--- src/rtl/flag_pkg.sv ---
// Shared flag and branch-condition types for the EX-stage flag/condition logic.
package flag_pkg;

  typedef struct packed {
    logic n;
    logic z;
    logic v;
    logic c;
  } flags_t;

  typedef enum logic [3:0] {
    CC_EQ = 4'h0, CC_NE = 4'h1, CC_HS = 4'h2, CC_LO = 4'h3,
    CC_MI = 4'h4, CC_PL = 4'h5, CC_VS = 4'h6, CC_VC = 4'h7,
    CC_HI = 4'h8, CC_LS = 4'h9, CC_GE = 4'hA, CC_LT = 4'hB,
    CC_GT = 4'hC, CC_LE = 4'hD, CC_AL = 4'hE, CC_NV = 4'hF
  } cond_code_e;

  typedef enum logic [1:0] {
    B     = 2'b00,
    BCOND = 2'b01,
    CBZ   = 2'b10,
    CBNZ  = 2'b11
  } cond_type_e;

endpackage

--- src/rtl/cond_eval.sv ---
// Combinational ARMv8 condition-code evaluator; pass=1 when the condition holds on flags_i.
module cond_eval
  import flag_pkg::*;
(
  input  flags_t     flags_i,
  input  cond_code_e cond_code_i,
  output logic       pass_o
);

  always_comb begin
    pass_o = 1'b0;
    case (cond_code_i)
      CC_EQ:   pass_o = flags_i.z;
      CC_NE:   pass_o = ~flags_i.z;
      CC_HS:   pass_o = flags_i.c;
      CC_LO:   pass_o = ~flags_i.c;
      CC_MI:   pass_o = flags_i.n;
      CC_PL:   pass_o = ~flags_i.n;
      CC_VS:   pass_o = flags_i.v;
      CC_VC:   pass_o = ~flags_i.v;
      CC_HI:   pass_o = flags_i.c & ~flags_i.z;
      CC_LS:   pass_o = ~flags_i.c | flags_i.z;
      CC_GE:   pass_o = (flags_i.n == flags_i.v);
      CC_LT:   pass_o = (flags_i.n != flags_i.v);
      CC_GT:   pass_o = ~flags_i.z & (flags_i.n == flags_i.v);
      CC_LE:   pass_o = flags_i.z | (flags_i.n != flags_i.v);
      CC_AL:   pass_o = 1'b1;
      CC_NV:   pass_o = 1'b1;
      default: pass_o = 1'b0;
    endcase
  end

endmodule

--- src/rtl/flag_cond_unit.sv ---
// EX-stage flag register with same-cycle forwarding, registered branch decision
// and a saturating taken-branch counter.
module flag_cond_unit
  import flag_pkg::*;
#(
  parameter int CNT_W = 16
) (
  input  logic             clk,
  input  logic             reset,
  input  logic             alu_valid,
  input  logic             set_flags,
  input  logic             alu_negative,
  input  logic             alu_zero,
  input  logic             alu_overflow,
  input  logic             alu_carry_out,
  input  logic             cond_valid,
  input  logic [1:0]       cond_type,
  input  logic [3:0]       cond_code,
  input  logic             reg_is_zero,
  input  logic             flush,
  output logic [3:0]       flags_q,
  output logic             decision_valid,
  output logic             take_branch,
  output logic [CNT_W-1:0] taken_count
);

  flags_t           flags_reg_q;
  flags_t           alu_flags;
  flags_t           eff_flags;
  logic             flag_wr;
  logic             req;
  logic             bcond_pass;
  logic             sel;
  logic             take_d;
  logic             valid_q;
  logic             take_q;
  logic [CNT_W-1:0] count_q;
  logic [CNT_W-1:0] count_d;

  assign flag_wr   = alu_valid & set_flags & ~flush;
  assign req       = cond_valid & ~flush;
  assign alu_flags = '{n: alu_negative, z: alu_zero, v: alu_overflow, c: alu_carry_out};
  // Forward the flags being written this cycle so a branch right behind a setter needs no stall.
  assign eff_flags = flag_wr ? alu_flags : flags_reg_q;

  cond_eval u_cond_eval (
    .flags_i     (eff_flags),
    .cond_code_i (cond_code_e'(cond_code)),
    .pass_o      (bcond_pass)
  );

  always_comb begin
    sel = 1'b0;
    case (cond_type_e'(cond_type))
      B:       sel = 1'b1;
      BCOND:   sel = bcond_pass;
      CBZ:     sel = reg_is_zero;
      CBNZ:    sel = ~reg_is_zero;
      default: sel = 1'b0;
    endcase
  end

  // Gate with the request so don't-care inputs never reach the registered outputs.
  assign take_d  = req ? sel : 1'b0;
  assign count_d = (take_d && (count_q != {CNT_W{1'b1}})) ? count_q + 1'b1 : count_q;

  always_ff @(posedge clk) begin
    if (reset) begin
      flags_reg_q <= '0;
      valid_q     <= 1'b0;
      take_q      <= 1'b0;
      count_q     <= '0;
    end else begin
      if (flag_wr) flags_reg_q <= alu_flags;
      valid_q <= req;
      take_q  <= take_d;
      count_q <= count_d;
    end
  end

  assign flags_q        = flags_reg_q;
  assign decision_valid = valid_q;
  assign take_branch    = take_q;
  assign taken_count    = count_q;

endmodule

--- config.mk ---
export PLATFORM = sky130hd
export DESIGN_NAME = flag_cond_unit
export DESIGN_NICKNAME = d
export VERILOG_FILES = /design/src/rtl/flag_pkg.sv /design/src/rtl/cond_eval.sv /design/src/rtl/flag_cond_unit.sv
export SDC_FILE = /design/constraint.sdc
export NUM_CORES = 1
export LEC_CHECK = 0
export CORE_MARGIN = 8
export CORE_UTILIZATION = 48
export DETAILED_ROUTE_END_ITERATION = 8
export PLACE_DENSITY = 0.89
export SKIP_LAST_GASP = 1
export SLEW_MARGIN = 30
export SYNTH_ARGS = -nofsm -noshare
export SYNTH_HDL_FRONTEND = slang
export SYNTH_SLANG_ARGS = --single-unit
--- constraint.sdc ---
create_clock -name clk -period 3.5 [get_ports clk]
set_clock_uncertainty 0.2 [all_clocks]
set_input_delay 0.35 -clock clk [delete_from_list [all_inputs] [get_ports clk]]
set_output_delay 0.35 -clock clk [all_outputs]
set_load 0.01 [all_outputs]
Yosys cells after proc, flatten, opt, wreduce, memory -nomap -nowiden

Cells that the tools add are included.

Add/subtract/negate cells: 1
Equal/unequal tests: 21
Muxes and demuxes: 4
Bitwise logic cells: 13
Reductions and logical operators: 4

Operator list:

| cell                    | number |
|---|---|
| $eq A4 B4 Y1 const B    | 8 |
| $add A16 B1 Y16 const B | 1 |
| $eq A4 B3 Y1 const B    | 4 |
| $ne A16 B16 Y1 const B  | 1 |
| $pmux W1 S15            | 1 |
| $eq A4 B2 Y1 const B    | 2 |
| $not A1 Y1              | 6 |
| $and A1 B1 Y1           | 5 |
| $eq A2 B2 Y1 const B    | 2 |
| $eq A4 B1 Y1 const B    | 1 |
| $logic_not A4 Y1        | 1 |
| $mux W4                 | 1 |
| $pmux W1 S4             | 1 |
| $eq A2 B1 Y1 const B    | 1 |
| $logic_not A2 Y1        | 1 |
| $or A1 B1 Y1            | 2 |
| $reduce_or A2 Y1        | 1 |
| $eq A1 B1 Y1            | 1 |
| $logic_and A1 B1 Y1     | 1 |
| $mux W1                 | 1 |
| $ne A1 B1 Y1            | 1 |

Output and inout port bits: 22
Logic and storage cells: 50
Flip-flop bits (word level): 22
Input port bits: 17

Logic depth before layout (Yosys ltp)

Depth in word-level cells: 9
Depth in mapped cells: 10

Cells and area by module

From an unflattened synthesis, not the netlist that was laid out.

Cells, all modules: 148
Area, all modules: 1,305.0 µm²

By module, submodules not included:

| module         | cells each | instances | area an instance (µm²) |
|---|---|---|---|
| flag_cond_unit | 119        | 1         | 1,103.6 |
| cond_eval      | 29         | 1         | 201.4 |

Worst setup path before layout

No wires, ideal clock.

Path type: input-to-reg
Start point: in flush
End point: reg count_q[11] (netlist: taken_count[11])
Path slack: 0.744 ns
Stages on the path: 10
Arrival time: 2.433 ns
Path through: and3b_1 -> buf_6 -> mux2i_4 -> nor2_1 -> a2111o_1 -> o31ai_4 -> a21oi_2 -> buf_6 -> nand4_1 -> mux2_1

Longest elaborated chain between the ends: 9
Elaborated cells between the ends (all ways): 18

Ends and longest elaborated chain:

| what                                 | line                                       | RTL |
|---|---|---|
| from (decl)                          | flag_cond_unit.sv:20                       | `input logic flush,` |
| $not A1 Y1 *                         | flag_cond_unit.sv:40, flag_cond_unit.sv:41 |  |
| $and A1 B1 Y1                        | flag_cond_unit.sv:40                       | `assign flag_wr = alu_valid & set_flags & ~flush;` |
| $mux W4                              | n/a                                        |  |
| $ne A1 B1 Y1 (tied with other cells) | cond_eval.sv:24, cond_eval.sv:26           |  |
| $or A1 B1 Y1 (tied with other cells) | cond_eval.sv:26                            | `CC_LE: pass_o = flags_i.z \| (flags_i.n != flags_i.v);` |
| $pmux W1 S15                         | cond_eval.sv:12                            | `case (cond_code_i)` |
| $pmux W1 S4                          | flag_cond_unit.sv:54                       | `case (cond_type_e'(cond_type))` |
| $mux W1 *                            | flag_cond_unit.sv:64                       | `assign take_d = req ? sel : 1'b0;` |
| $logic_and A1 B1 Y1 *                | flag_cond_unit.sv:65                       | `assign count_d = (take_d && (count_q != {CNT_W{1'b1}})) ? count_q + 1'b1 : count_q;` |
| to (signal assigned)                 | flag_cond_unit.sv:77                       | `count_q <= count_d;` |
| to (decl)                            | flag_cond_unit.sv:37                       | `logic [CNT_W-1:0] count_q;` |

Mark *: on every way between the ends. The rest lies on a longest branch, timed or not.
A chain may end at the register's enable or synchronous reset.

Final worst setup path

Start point: in flush
End point: reg count_q[9] (netlist: taken_count[9])

Same word-level chain as after synthesis.

==> flow_summary_export.csv <==
group,metric,value,unit
status,outcome,"finished, final reports clean",
cts,clock-sinks,22,
sta,setup_viol,0,
synth,ys_seq_area_share,30.11,%
critical_path,cp_max_fo,10,
detailed_routing,dr.first_iter.drc_count,75,
die,die_x,71.20,um
cts,clk_pin_slew_worst_paths,0.12,ns
die,die_area,5069,um2
synth,synth-async-reset-ratio,0,%
sta,relSlewSlack,38.06,%
cts,ctsHtreeMaxLevel,1,
die,num_rows,20,
finish,fillers,241,
critical_path,start_kind,"input pin",
global_routing,grt_pass1_wl,6.023,mm
power_and_ir_drop,power,491.8,uW
synth,yosys.area_share.adder,0.8554,%
sta,fin_crit,3.092,ns
cts,cts_hold_buf,0,
sta,grt_setup_unrepaired,"no",
synth,synth-edff-count,0,
global_routing,grt_max_degree,29,
synth,synth_simple_gate_area_share,32.25,%
place,hpwl,2.793,mm
synth,netlist_area,1463,um2
detailed_routing,drc,0,
finish,n_antenna_cell,0,
critical_path,path_class,"in2reg",
critical_path,arrival,3.12,ns
die,core-area,2978,um2
global_routing,antenna_found_initial,0,
detailed_routing,via_per_inst,5.899,
synth,ys_types,46,
critical_path,cp_slowest_stage_delay,0.44,ns
die,io_pins,39,
synth,synth_top_family_by_area,"simple AND/OR/NAND/NOR gates",
cts,cts-resized-gates,0,
power_and_ir_drop,powerDensity,253.6,nW/um2
power_and_ir_drop,max-vdd-ir-drop,0.2544,mV
finish,final_nets,234,
sta,hold_ws,0.3642,ns
cts,cts_buffers,3,
synth,synth_xor_area_share,5.389,%
synth,ys_ff_latch,22,
global_routing,grt_pass1_vias,1386,
synth,syn_nets,192,
synth,ys.warnings.count,0,
cts,cts_root_buf,"clkbuf_4",
sta,worst_slew_pin_slew,0.9261,ns
critical_path,end_kind,"flop",
finish,drive_gt1_share,9.302,%
sta,slew_viol_final,0,
critical_path,cp_slowest_cell,"clkdlybuf4s50_1",
detailed_routing,ant_nets,0,
global_routing,grt_overflow,0,
finish,syn_to_final_growth,32.59,%
detailed_routing,vias,1463,
sta,setup-tns-final,0,ns
critical_path,required,3.53,ns
synth,synthMuxAreaShare,7.357,%
cts,cts_setup_buffers,0,
sta,hold_viol,0,
global_routing,grtUsageTotal,13.96,%
critical_path,crit_chain,"clkdlybuf4s50_1 > nand3b_1 > mux2i_1 > a211oi_1 > o31ai_1 > buf_4 > o31ai_4 > buf_4 > a211oi_2 > nand3_1 > a21oi_1",
place,portBuffers,38,
power_and_ir_drop,leakagePower,0.0006822,uW
detailed_routing,first_pass_iters,4,
synth,synth-compound-area-share,19.33,%
sta,clock.fmax,0.3234,GHz
flow_run,max_cap_viol_count,0,
synth,synthCells,174,
sta,min_period_over_period,88.35,%
detailed_routing,wire_per_inst,14.57,um
min_path,hold_path.class,"reg2reg",
die,start_util,49.12,%
finish,fin_util,65.13,%
detailed_routing,routed_wl,3.613,mm
critical_path,cp_common_cell,"buf_4",
synth,synth_flop_cell,"dfxtp_1",
die,die_h,71.20,um
cts,clockBufferDepth,2,
synth,avgSynthCellArea,8.406,um2
cts,cts_tree,"yes",
place,place_congestion,0.9243,
cts,clkLatencyLatePin,0.31,ns
==> per-stage QoR <==
stage / setup slack, ns / std cells / instance area (um2)
2_1_floorplan: 0.7441 / 174 / 1463
3_3_place_gp: 0.1551 / 244 / 1903
3_5_place_dp: 0.1282 / 244 / 1903
4_1_cts: 0.4008 / 248 / 1939
5_1_grt: 0.1641 / 248 / 1939
6_report: 0.4077 / 248 / 1939
==> power breakdown <==
group          internal (uW)  switching, uW
Sequential               254           4.34
Combinational           51.8           44.7
Clock                   63.5           73.3
Total                    370            122
==> cell usage after synthesis, types with 2 or more instances <==
library cell  count  area (um2)
a31o_1            2       17.52
nand2b_1          5       31.28
nand2_1           8       30.03
nand4_1           4       25.02
nor2_1           21       78.83
and3_1            2       12.51
inv_1             6       22.52
dfxtp_1          22       440.4
nand3_1           8       40.04
buf_6             2       22.52
nand3b_1          8       60.06
or3b_1            3       26.28
or3_1             2       12.51
and4b_2           2       22.52
a211oi_1          7       52.55
a21o_1            4       30.03
mux2i_1           4       40.04
xnor2_1           9       78.83
a21oi_1          15       75.07
nor2b_1           6       37.54
clkbuf_1          4       15.01
a311oi_1          2       17.52
mux2_1            4       45.04
nor3_1            2       10.01
==> layer usage <==
layer,routed length (um),track usage (%)
met5,0,0
met4,43,3.926
met3,181,2.825
met2,1804,23.88
met1,1584,17.05
==> cell usage in the layout (no fill, tap or decap), types with 2 or more instances in the layout <==
cell type,Yosys,final
nor3_1,2,2
mux2_1,4,4
nor2b_1,6,6
nand4_1,4,4
a31o_1,2,2
a21o_1,4,4
inv_1,6,6
a211oi_1,7,7
dfxtp_1,22,22
buf_4,0,6
xnor2_1,9,9
or3_1,2,2
clkdlybuf4s50_1,0,38
and4b_2,2,2
clkbuf_4,0,3
nand3_1,8,8
a311oi_1,2,2
nand2b_1,5,5
nand2_1,8,8
and3_1,2,2
nand3b_1,8,8
or3b_1,3,3
a21oi_1,15,15
nor2_1,21,21
mux2i_1,4,4
==> registers in the layout, indices dropped and copies added, names as in the netlist <==
name / cells
taken_count: 16
take_branch: 1
flags_q: 4
decision_valid: 1
==> layout make-up <==
| cell class | instances | area [um2] | share of cell area, % |
|---|---|---|---|
| multi-input combinational | 138 | 953.4 | 49.16 |
| timing repair buffer | 45 | 445.4 | 22.97 |
| sequential | 22 | 440.4 | 22.71 |
| tap | 33 | 41.29 | 2.129 |
| clock buffer | 4 | 36.28 | 1.871 |
| inverter | 6 | 22.52 | 1.161 |
==> path summary, 6_finish.rpt <==
check / from / end / slack [ns] / cells after the start
hold / removal: flags_q[3]$_SDFF_PP0_ / flags_q[3]$_SDFF_PP0_ / 0.36 / 2
hold reg to reg: flags_q[3]$_SDFF_PP0_ / flags_q[3]$_SDFF_PP0_ / 0.36 / 2
setup / recovery: flush / taken_count[9]$_SDFFE_PP0P_ / 0.41 / 11
setup reg to reg: flags_q[3]$_SDFF_PP0_ / taken_count[9]$_SDFFE_PP0P_ / 0.84 / 10
==> cell families (layout without fill, tap and decap cells) <==
kind of cell / after synthesis / in the layout
XOR/XNOR: 9 / 9
AND/OR/NAND/NOR: 80 / 80
multiplexers: 9 / 9
AO/OA/AOI/OAI: 39 / 39
adder cells (fa/ha/maj): 1 / 1
flip-flops: 22 / 22
buffers and inverters: 14 / 55
==> critical path, delay by kind of cell <==
kind                   cells  cell delay [ns]
AOI/OAI and AO/OA          5             1.03
buffers and inverters      3             0.77
and+or+nand+nor            2             0.57
muxes                      1             0.39
No activity file was read; power rests on OpenSTA's default activity.
